[src/rtl/cu_pkg.sv]
// rtl/cu_pkg.sv - opcode constants, state/class enums and opcode decoder for control_unit_fsm
//
// Shared by control_unit_fsm. Holds the 6-bit opcode map, the position of the
// ALU operation field inside the opcode, the FSM state encoding and a decode
// function that folds an opcode into an instruction class.

package cu_pkg;

    // Opcode groups selected by opcode[5:3]; low three bits carry op_alu.
    localparam logic [2:0] OPC_GRP_ALU_R = 3'b000;
    localparam logic [2:0] OPC_GRP_ALU_I = 3'b001;

    // Position of the ALU operation field inside the opcode.
    localparam int OP_ALU_MSB = 2;
    localparam int OP_ALU_LSB = 0;

    localparam logic [5:0] OPC_JMP  = 6'b010000;
    localparam logic [5:0] OPC_JZ   = 6'b010001;
    localparam logic [5:0] OPC_JNZ  = 6'b010010;
    localparam logic [5:0] OPC_CALL = 6'b010011;
    localparam logic [5:0] OPC_RET  = 6'b010100;
    localparam logic [5:0] OPC_IN   = 6'b011000;
    localparam logic [5:0] OPC_OUT  = 6'b011001;
    localparam logic [5:0] OPC_NOP  = 6'b111110;
    localparam logic [5:0] OPC_HALT = 6'b111111;

    typedef enum logic [1:0] {
        ST_FETCH   = 2'd0,
        ST_EXEC    = 2'd1,
        ST_IO_WAIT = 2'd2,
        ST_HALT    = 2'd3
    } cu_state_t;

    typedef enum logic [3:0] {
        CLS_ALU_R,
        CLS_ALU_I,
        CLS_JMP,
        CLS_JZ,
        CLS_JNZ,
        CLS_CALL,
        CLS_RET,
        CLS_IN,
        CLS_OUT,
        CLS_NOP,
        CLS_HALT,
        CLS_ILLEGAL
    } instr_class_t;

    function automatic instr_class_t decode_opcode(input logic [5:0] opc);
        instr_class_t cls;
        cls = CLS_ILLEGAL;
        if (opc[5:3] == OPC_GRP_ALU_R) begin
            cls = CLS_ALU_R;
        end else if (opc[5:3] == OPC_GRP_ALU_I) begin
            cls = CLS_ALU_I;
        end else begin
            case (opc)
                OPC_JMP:  cls = CLS_JMP;
                OPC_JZ:   cls = CLS_JZ;
                OPC_JNZ:  cls = CLS_JNZ;
                OPC_CALL: cls = CLS_CALL;
                OPC_RET:  cls = CLS_RET;
                OPC_IN:   cls = CLS_IN;
                OPC_OUT:  cls = CLS_OUT;
                OPC_NOP:  cls = CLS_NOP;
                OPC_HALT: cls = CLS_HALT;
                default:  cls = CLS_ILLEGAL;
            endcase
        end
        return cls;
    endfunction

endpackage

[src/rtl/control_unit_fsm.sv]
// rtl/control_unit_fsm.sv - multi-cycle control unit FSM with return-stack depth tracking and I/O wait
//
// Purpose: sequences FETCH -> EXEC (-> IO_WAIT) -> FETCH per instruction and
// drives the datapath strobes/selects. Tracks call-stack depth inline and
// halts on stack overflow/underflow.
//
// Configuration macro: CU_IO_TIMEOUT_EN - when defined, IO_WAIT is bounded by
// TIMEOUT_CYCLES and an expired wait sets the sticky io_err flag.
//
// Ports:
//   clk          in   clock, rising edge
//   reset        in   asynchronous active-low reset
//   opcode[5:0]  in   instruction[31:26]
//   z            in   registered zero flag
//   io_ready     in   I/O device finished the transfer
//   io_req       out  I/O transfer pending (IO_WAIT)
//   push, pop    out  return-stack strobes
//   oe           out  output enable for OUT
//   s_stack_mux  out  PC source = stack (RET)
//   s_inc        out  PC source = PC+1 (0 selects jump target)
//   s_mux_alu    out  ALU operand B = immediate
//   s_mux_datos  out  register write data = I/O input
//   we3, wez     out  register file / zero flag write enables
//   pc_we        out  PC write enable, once per instruction
//   op_alu[2:0]  out  ALU operation
//   halted       out  FSM is in HALT
//   stack_err    out  sticky stack overflow/underflow
//   io_err       out  sticky I/O timeout

import cu_pkg::*;

module control_unit_fsm #(
    parameter int STACK_DEPTH    = 16,
    parameter int TIMEOUT_CYCLES = 255
) (
    input  logic       clk,
    input  logic       reset,
    input  logic [5:0] opcode,
    input  logic       z,
    input  logic       io_ready,
    output logic       io_req,
    output logic       push,
    output logic       pop,
    output logic       oe,
    output logic       s_stack_mux,
    output logic       s_inc,
    output logic       s_mux_alu,
    output logic       s_mux_datos,
    output logic       we3,
    output logic       wez,
    output logic       pc_we,
    output logic [2:0] op_alu,
    output logic       halted,
    output logic       stack_err,
    output logic       io_err
);

    localparam int                  DEPTH_W   = $clog2(STACK_DEPTH + 1);
    localparam logic [DEPTH_W-1:0]  DEPTH_MAX = DEPTH_W'(STACK_DEPTH);
    localparam logic [DEPTH_W-1:0]  DEPTH_ONE = DEPTH_W'(1);

    if (STACK_DEPTH < 1 || TIMEOUT_CYCLES < 1) begin : g_param_check
        $error("control_unit_fsm: STACK_DEPTH and TIMEOUT_CYCLES must be >= 1");
    end

    cu_state_t          r_state;
    cu_state_t          w_next_state;
    logic [DEPTH_W-1:0] r_depth;
    logic               r_stack_err;
    logic               r_io_out;       // instruction held in IO_WAIT is OUT (else IN)

    instr_class_t       w_cls;
    logic               w_depth_inc;
    logic               w_depth_dec;
    logic               w_set_stack_err;
    logic               w_io_timeout;

    assign w_cls = decode_opcode(opcode);

`ifdef CU_IO_TIMEOUT_EN
    localparam int               TMO_W    = $clog2(TIMEOUT_CYCLES + 1);
    localparam logic [TMO_W-1:0] TMO_LAST = TMO_W'(TIMEOUT_CYCLES - 1);

    logic [TMO_W-1:0] r_tmo_cnt;
    logic             r_io_err;

    // Counts completed IO_WAIT cycles; the cycle where the count reaches
    // TIMEOUT_CYCLES-1 is the last one allowed, and it becomes the exit cycle.
    assign w_io_timeout = (r_state == ST_IO_WAIT) && !io_ready && (r_tmo_cnt == TMO_LAST);

    always_ff @(posedge clk or negedge reset) begin
        if (!reset) begin
            r_tmo_cnt <= '0;
            r_io_err  <= 1'b0;
        end else begin
            if (r_state == ST_IO_WAIT && !io_ready && !w_io_timeout) begin
                r_tmo_cnt <= r_tmo_cnt + TMO_W'(1);
            end else begin
                r_tmo_cnt <= '0;
            end
            if (w_io_timeout) begin
                r_io_err <= 1'b1;
            end
        end
    end

    assign io_err = r_io_err;
`else
    assign w_io_timeout = 1'b0;
    assign io_err       = 1'b0;
`endif

    always_ff @(posedge clk or negedge reset) begin
        if (!reset) begin
            r_state     <= ST_FETCH;
            r_depth     <= '0;
            r_stack_err <= 1'b0;
            r_io_out    <= 1'b0;
        end else begin
            r_state <= w_next_state;
            if (w_depth_inc) begin
                r_depth <= r_depth + DEPTH_ONE;
            end else if (w_depth_dec) begin
                r_depth <= r_depth - DEPTH_ONE;
            end
            if (w_set_stack_err) begin
                r_stack_err <= 1'b1;
            end
            if (r_state == ST_EXEC) begin
                r_io_out <= (w_cls == CLS_OUT);
            end
        end
    end

    assign stack_err = r_stack_err;

    always_comb begin
        w_next_state    = r_state;
        push            = 1'b0;
        pop             = 1'b0;
        oe              = 1'b0;
        io_req          = 1'b0;
        s_stack_mux     = 1'b0;
        s_inc           = 1'b1;
        s_mux_alu       = 1'b0;
        s_mux_datos     = 1'b0;
        we3             = 1'b0;
        wez             = 1'b0;
        pc_we           = 1'b0;
        op_alu          = 3'b000;
        halted          = 1'b0;
        w_depth_inc     = 1'b0;
        w_depth_dec     = 1'b0;
        w_set_stack_err = 1'b0;

        case (r_state)
            ST_FETCH: begin
                w_next_state = ST_EXEC;
            end

            ST_EXEC: begin
                w_next_state = ST_FETCH;
                case (w_cls)
                    CLS_ALU_R, CLS_ALU_I: begin
                        op_alu    = opcode[OP_ALU_MSB:OP_ALU_LSB];
                        s_mux_alu = (w_cls == CLS_ALU_I);
                        we3       = 1'b1;
                        wez       = 1'b1;
                        pc_we     = 1'b1;
                    end
                    CLS_JMP: begin
                        s_inc = 1'b0;
                        pc_we = 1'b1;
                    end
                    CLS_JZ: begin
                        s_inc = !z;
                        pc_we = 1'b1;
                    end
                    CLS_JNZ: begin
                        s_inc = z;
                        pc_we = 1'b1;
                    end
                    CLS_CALL: begin
                        if (r_depth == DEPTH_MAX) begin
                            w_set_stack_err = 1'b1;
                            w_next_state    = ST_HALT;
                        end else begin
                            push        = 1'b1;
                            s_inc       = 1'b0;
                            pc_we       = 1'b1;
                            w_depth_inc = 1'b1;
                        end
                    end
                    CLS_RET: begin
                        if (r_depth == '0) begin
                            w_set_stack_err = 1'b1;
                            w_next_state    = ST_HALT;
                        end else begin
                            pop         = 1'b1;
                            s_stack_mux = 1'b1;
                            pc_we       = 1'b1;
                            w_depth_dec = 1'b1;
                        end
                    end
                    CLS_IN, CLS_OUT: begin
                        // Completion (and pc_we) is deferred to the IO_WAIT exit cycle.
                        w_next_state = ST_IO_WAIT;
                    end
                    CLS_HALT: begin
                        pc_we        = 1'b1;
                        w_next_state = ST_HALT;
                    end
                    default: begin
                        // NOP and illegal opcodes just advance the PC.
                        pc_we = 1'b1;
                    end
                endcase
            end

            ST_IO_WAIT: begin
                io_req = 1'b1;
                oe     = r_io_out;
                if (io_ready) begin
                    pc_we        = 1'b1;
                    we3          = !r_io_out;
                    s_mux_datos  = !r_io_out;
                    w_next_state = ST_FETCH;
                end else if (w_io_timeout) begin
                    pc_we        = 1'b1;
                    w_next_state = ST_FETCH;
                end
            end

            ST_HALT: begin
                halted = 1'b1;
            end

            default: begin
                w_next_state = ST_FETCH;
            end
        endcase
    end

endmodule

[config.mk]
export PLATFORM = sky130hd
export DESIGN_NAME = control_unit_fsm
export DESIGN_NICKNAME = d
export VERILOG_FILES = /design/src/rtl/cu_pkg.sv /design/src/rtl/control_unit_fsm.sv
export SDC_FILE = /design/constraint.sdc
export NUM_CORES = 1
export LEC_CHECK = 0
export ABC_AREA = 1
export BUFFER_PORTS_ARGS = -buffer_cell sky130_fd_sc_hd__clkbuf_2
export CAP_MARGIN = 20
export CORE_MARGIN = 2
export CORE_UTILIZATION = 51
export DETAILED_ROUTE_END_ITERATION = 12
export PLACE_DENSITY = 0.79
export SLEW_MARGIN = 20
export SYNTH_ARGS = -nofsm -noshare
export SYNTH_HDL_FRONTEND = slang
export SYNTH_SLANG_ARGS = --single-unit
[constraint.sdc]
create_clock -name clk -period 2.3 [get_ports clk]
set_input_delay 0.23 -clock clk [delete_from_list [all_inputs] [get_ports clk]]
set_output_delay 0.23 -clock clk [all_outputs]
set_load 0.02 [all_outputs]
# --- After elaboration in Yosys (flattened, before gate mapping) ---
# Cells that the tools add are included.
# W data, S select, Z words.
totals:
  reg_bits: 9
  inputBits: 10
  output_inout_bits: 17
op_classes:
  add_sub_neg: 2
  eq_ne: 24
  muxes: 37
  n_reduce_logical: 11
op_table:
  columns: ["op", "count"]
  rows:
  - ["$eq A6 B5 Y1 const B", 7]
  - ["$pmux W4 S9", 1]
  - ["$mux W1", 20]
  - ["$eq A4 B3 Y1 const B", 4]
  - ["$eq A6 B6 Y1 const B", 2]
  - ["$mux W5", 2]
  - ["$eq A4 B2 Y1 const B", 2]
  - ["$eq A4 B4 Y1 const B", 2]
  - ["$mux W4", 2]
  - ["$pmux W2 S4", 1]
  - ["$mux W2", 3]
  - ["$mux W3", 2]
  - ["$pmux W1 S2", 3]
  - ["$pmux W2 S3", 1]
  - ["$add A5 B1 Y5 const B", 1]
  - ["$eq A5 B5 Y1 const B", 1]
  - ["$logic_not A5 Y1", 1]
  - ["$sub A5 B1 Y5 const B", 1]
  - ["$eq A2 B2 Y1 const B", 2]
  - ["$eq A4 B1 Y1 const B", 1]
  - ["$logic_not A4 Y1", 1]
  - ["$pmux W1 S4", 1]
  - ["$reduce_or A2 Y1", 2]
  - ["$eq A3 B1 Y1 const B", 1]
  - ["9 further kinds", 10]

# --- Longest topological paths before layout ---
depth:
  depth_word: 9
  depth_mapped: 15
  mapped_depth_nobuf: 15

# --- Least setup slack after synthesis ---
# Ideal clock, no wire load.
synth_path:
  path_type: "register to register"
  start: "reg r_depth[1]"
  end: "reg r_depth[4]"
  arrival_time_ps: 1910
  path_slack_ps: 278
  stages_incl_launch_ff: 12
  path_buffers: 0
  period_less_slack_ps: 2022
  path_cell_list: "dfrtp_1 nor2_1 nand3_1 nand3_4 inv_1 fa_1 nor2_1 nor2_1 nand3_1 nand4_1 nand2_1 inv_1"
synth_via:
  elab_chain_len: 5
synth_rtl:
  columns: ["item", "line", "rtl"]
  rows:
  - ["from (decl)", "control_unit_fsm.sv:68", "logic [DEPTH_W-1:0] r_depth;"]
  - ["from (signal assigned)", "control_unit_fsm.sv:122", "r_depth <= r_depth + DEPTH_ONE;"]
  - ["from (signal assigned)", "control_unit_fsm.sv:124", "r_depth <= r_depth - DEPTH_ONE;"]
  - ["$eq A5 B5 Y1 (*)", "control_unit_fsm.sv:184", "if (r_depth == DEPTH_MAX) begin"]
  - ["$mux W1 (*) (3 in series)", null, null]
  - ["named net push", "control_unit_fsm.sv:42", "output logic push,"]
  - ["$mux W5 or $reduce_bool A2 Y1 (tied branches)", null, null]
# Mark *: on every way through the listed nets, which the timed path passes. The rest lies on a longest branch. The select of a mux whose other input is x is not followed.
# A chain may end at the register's enable or synchronous reset.

# --- Worst setup path after layout ---
layout_path:
  start: "reg r_depth[1]"
  end: "reg r_depth[4]"
layout_via:
  elab_chain_len: 5
layout_rtl:
  columns: ["item"]
  rows:
  - ["branches (longest 5 deep; another with $sub A5 B1 Y5)"]
# Parallel ways; which one is timed is not known. The select of a mux whose other input is x is not followed.

==> out/results.ini <==
[timing]
setup_ws_ns = 0.167
hold_viol = 0
min_period_ns = 2.13
skew_ns = 0.00561
slew_viol_final = 0
rsz0062_at_grt = no
final-setup-viol-count = 0
clock.fmax_ghz = 0.469
tns_ns = 0
fin_crit_sh_pct = 92.7

[grt]
grt_pass1_vias = 773
grt_pass1_wl_mm = 3.08
antenna_found_initial = 0
grt_use_total_pct = 19.2
grt-ovfl-total = 0
grt_max_degree = 10

[synth]
synth.largest_area_cell = dfrtp_1
postSynthAreaPerCell_sq_um = 6.95
synth_mux_area_share_pct = 0
yosys.area_share.adder_pct = 13.1
synth_area_sq_um = 917
syn_nets = 151
ys_ff_latch = 9
ys.flop_type = dfrtp_1
synth-compound-area-share_pct = 9.96
synth_cells = 132
synth_top_area_share_pct = 24.6
synthSimpleGateAreaFrac_pct = 37.2
synth_xor_area_share_pct = 2.86
synth_cell_types = 28
ys_seq_area_share_pct = 24.6
ys_top_cells_by_area = dfrtp_1 25%, ha_1 11%, nand2_1 11%
synth_top_family_by_area = simple AND/OR/NAND/NOR gates
yosysWarningCount = 0
async_reset_ff_share_pct = 100
synth_edf_count = 0

[cts]
path_clk_slew_ns = 0.06
cts.path.max_buffers = 2
cts-htree-levels = 1
worstSkewPairLatency_ns = 0.25
cts.sinks = 9
numCtsBuffers = 3
cts_root_buf = clkbuf_4
cts_setup_buffers = 0
cts_tree = built

[worst_setup_path]
crit_path_end_kind = flop
rr_worst_depth = 11
crit_slowest_cell = fa_1
cp-endpoint = r_depth[4]
critPathMaxFanout = 6
crit_start = r_depth[1]
critical_path_class = reg2reg
reg2reg_from = r_depth[1]
worstReg2RegEnd = r_depth[4]
cp-start-kind = flop
cp.depth = 11
slowest_delay_ns = 0.46
rrSetupSlack_ns = 0.17
path_delay_family = simple AND/OR/NAND/NOR gates
critPathRequiredTime_ns = 2.45
crit_buf_inv = 2
crit_arrival_ns = 2.28
cpMostUsedCell = nor2_1
cp_cell_sequence = nor2_1 > nand3_2 > nand3_4 > inv_1 > fa_1 > nor2_1 > nor2_1 > nand3_1 > nand4_1 > nand2_1 > inv_1

[worst_hold_path]
hp-class = in2async

[die]
core_sq_mm = 0.00171
io_pins = 27
die_y_um = 46.4
dieArea_sq_mm = 0.00215
start_util_pct = 53.7
dieWidth_um = 46.4
rows = 15

[placement]
port_buffers = 25
place_congestion = 0.819
hpwl_mm = 1.58
pre_cts_ws_ns = 0.149

[cells_and_area]
fillCellCount = 157
final_nets = 181
area_delta_synth_final_pct = 20.7
regArea_sq_um = 225
multi_input_area_sq_um = 588
antennaDiodeCount = 0
layout-drive-gt1-share_pct = 24.8

[drt]
drcViolationCount = 0
first_iter_violations = 16
avgViaCountPerCell = 4.69
num_vias = 873
drt_wl_total_mm = 1.86
firstDrtPassIters = 4
final_antenna_net_count = 0
wire_per_inst_um = 9.99

[job]
drv_cap = 0

[power_and_ir_drop]
power_density_mw_per_mm2 = 841
vdd_drop_max_uv = 499
p_leak_uw = 0.000673

[run_status]
status = completed

## cells in the mapped netlist (all sizes together), types with 2 or more instances
cell and instances:
nand2 29, inv 25, nor2 22, nand3 11, dfrtp 9, ha 8, a21oi 7, o21ai 5
buf 2, nand4 2, nor3 2, xor2 2
## cells by family (layout without fill, tap and decap cells)
kind of cell,count (synthesis),in the layout
fa+ha+maj,9,9
simple gates,67,67
flops,9,9
buf+inv,27,56
compound gates,16,16
xor+xnor,3,3
other cells,1,1
## cell usage in the layout, fill, tap and decap left out, types with 2 or more instances in the layout
cell type   n
nand3_2     2
nand2_4     2
nand2_1    26
clkbuf_4    3
inv_2       2
a21oi_1     7
nor3_1      2
dfrtp_1     9
ha_1        8
nor2_1     19
xor2_1      2
inv_1      23
nand4_1     2
nor2_4      2
nand3_1     8
clkbuf_2   25
o21ai_0     4
## state kept, by name, summed over array words and instances (netlist names)
name       cells
r_depth        5
stack_err      1
r_io_out       1
r_state        2
## how the worst min path moves through the flow
stage                      end  slack (ns)
finish               stack_err        0.36
detailed placement   stack_err        0.10
global route        r_state[1]        0.38
floorplan           r_depth[0]       -0.07
CTS                  stack_err        0.36
global placement    r_depth[3]        0.09
## cell type report
cell class	count	share of cell area [%]
Sequential cell	9	20.3
Tap cell	25	2.82
Clock buffer	4	2.37
Multi-Input combinational cell	96	53.1
Timing Repair Buffer	27	12.9
Inverter	25	8.47
## report_power, final
group          switching (uW)  leakage, uW  internal, uW
logic                     329     0.000546           205
clock network            49.0    0.0000150          66.5
registers                64.8     0.000112           218
total                     443     0.000673           489
## per-stage QoR
| stage | cell area, sq um | instances | hold WS, ns | utilization (%) | total power (uW) |
|---|---|---|---|---|---|
| floorplan | 917 | 132 | -0.0656 | - | 662 |
| global placement | 1070 | 181 | 0.0907 | 62.4 | 791 |
| detailed placement | 1070 | 181 | 0.100 | 62.4 | 806 |
| CTS | 1100 | 186 | 0.362 | 64.5 | 929 |
| global route | 1110 | 186 | 0.379 | 64.8 | 1040 |
| finish | 1110 | 186 | 0.359 | 64.8 | 932 |
## metal layers
layer  up-vias  part of all wire (%)  GRT usage (%)
met3         0                   3.6           1.18
met2        22                    47           32.5
met1       379                    49           27.1
met4         0                     0           3.43
li1        472                     -              -
met5         -                     0              0
## what timing repair did
action / 4_1_cts / 5_1_grt
hold buffers: 1 / 0
resized for setup: 0 / 1
endpoints found under the hold margin: 9 / 0
endpoints found under the setup margin: 0 / 1
Note: power is estimated with default switching activity, not from simulation.
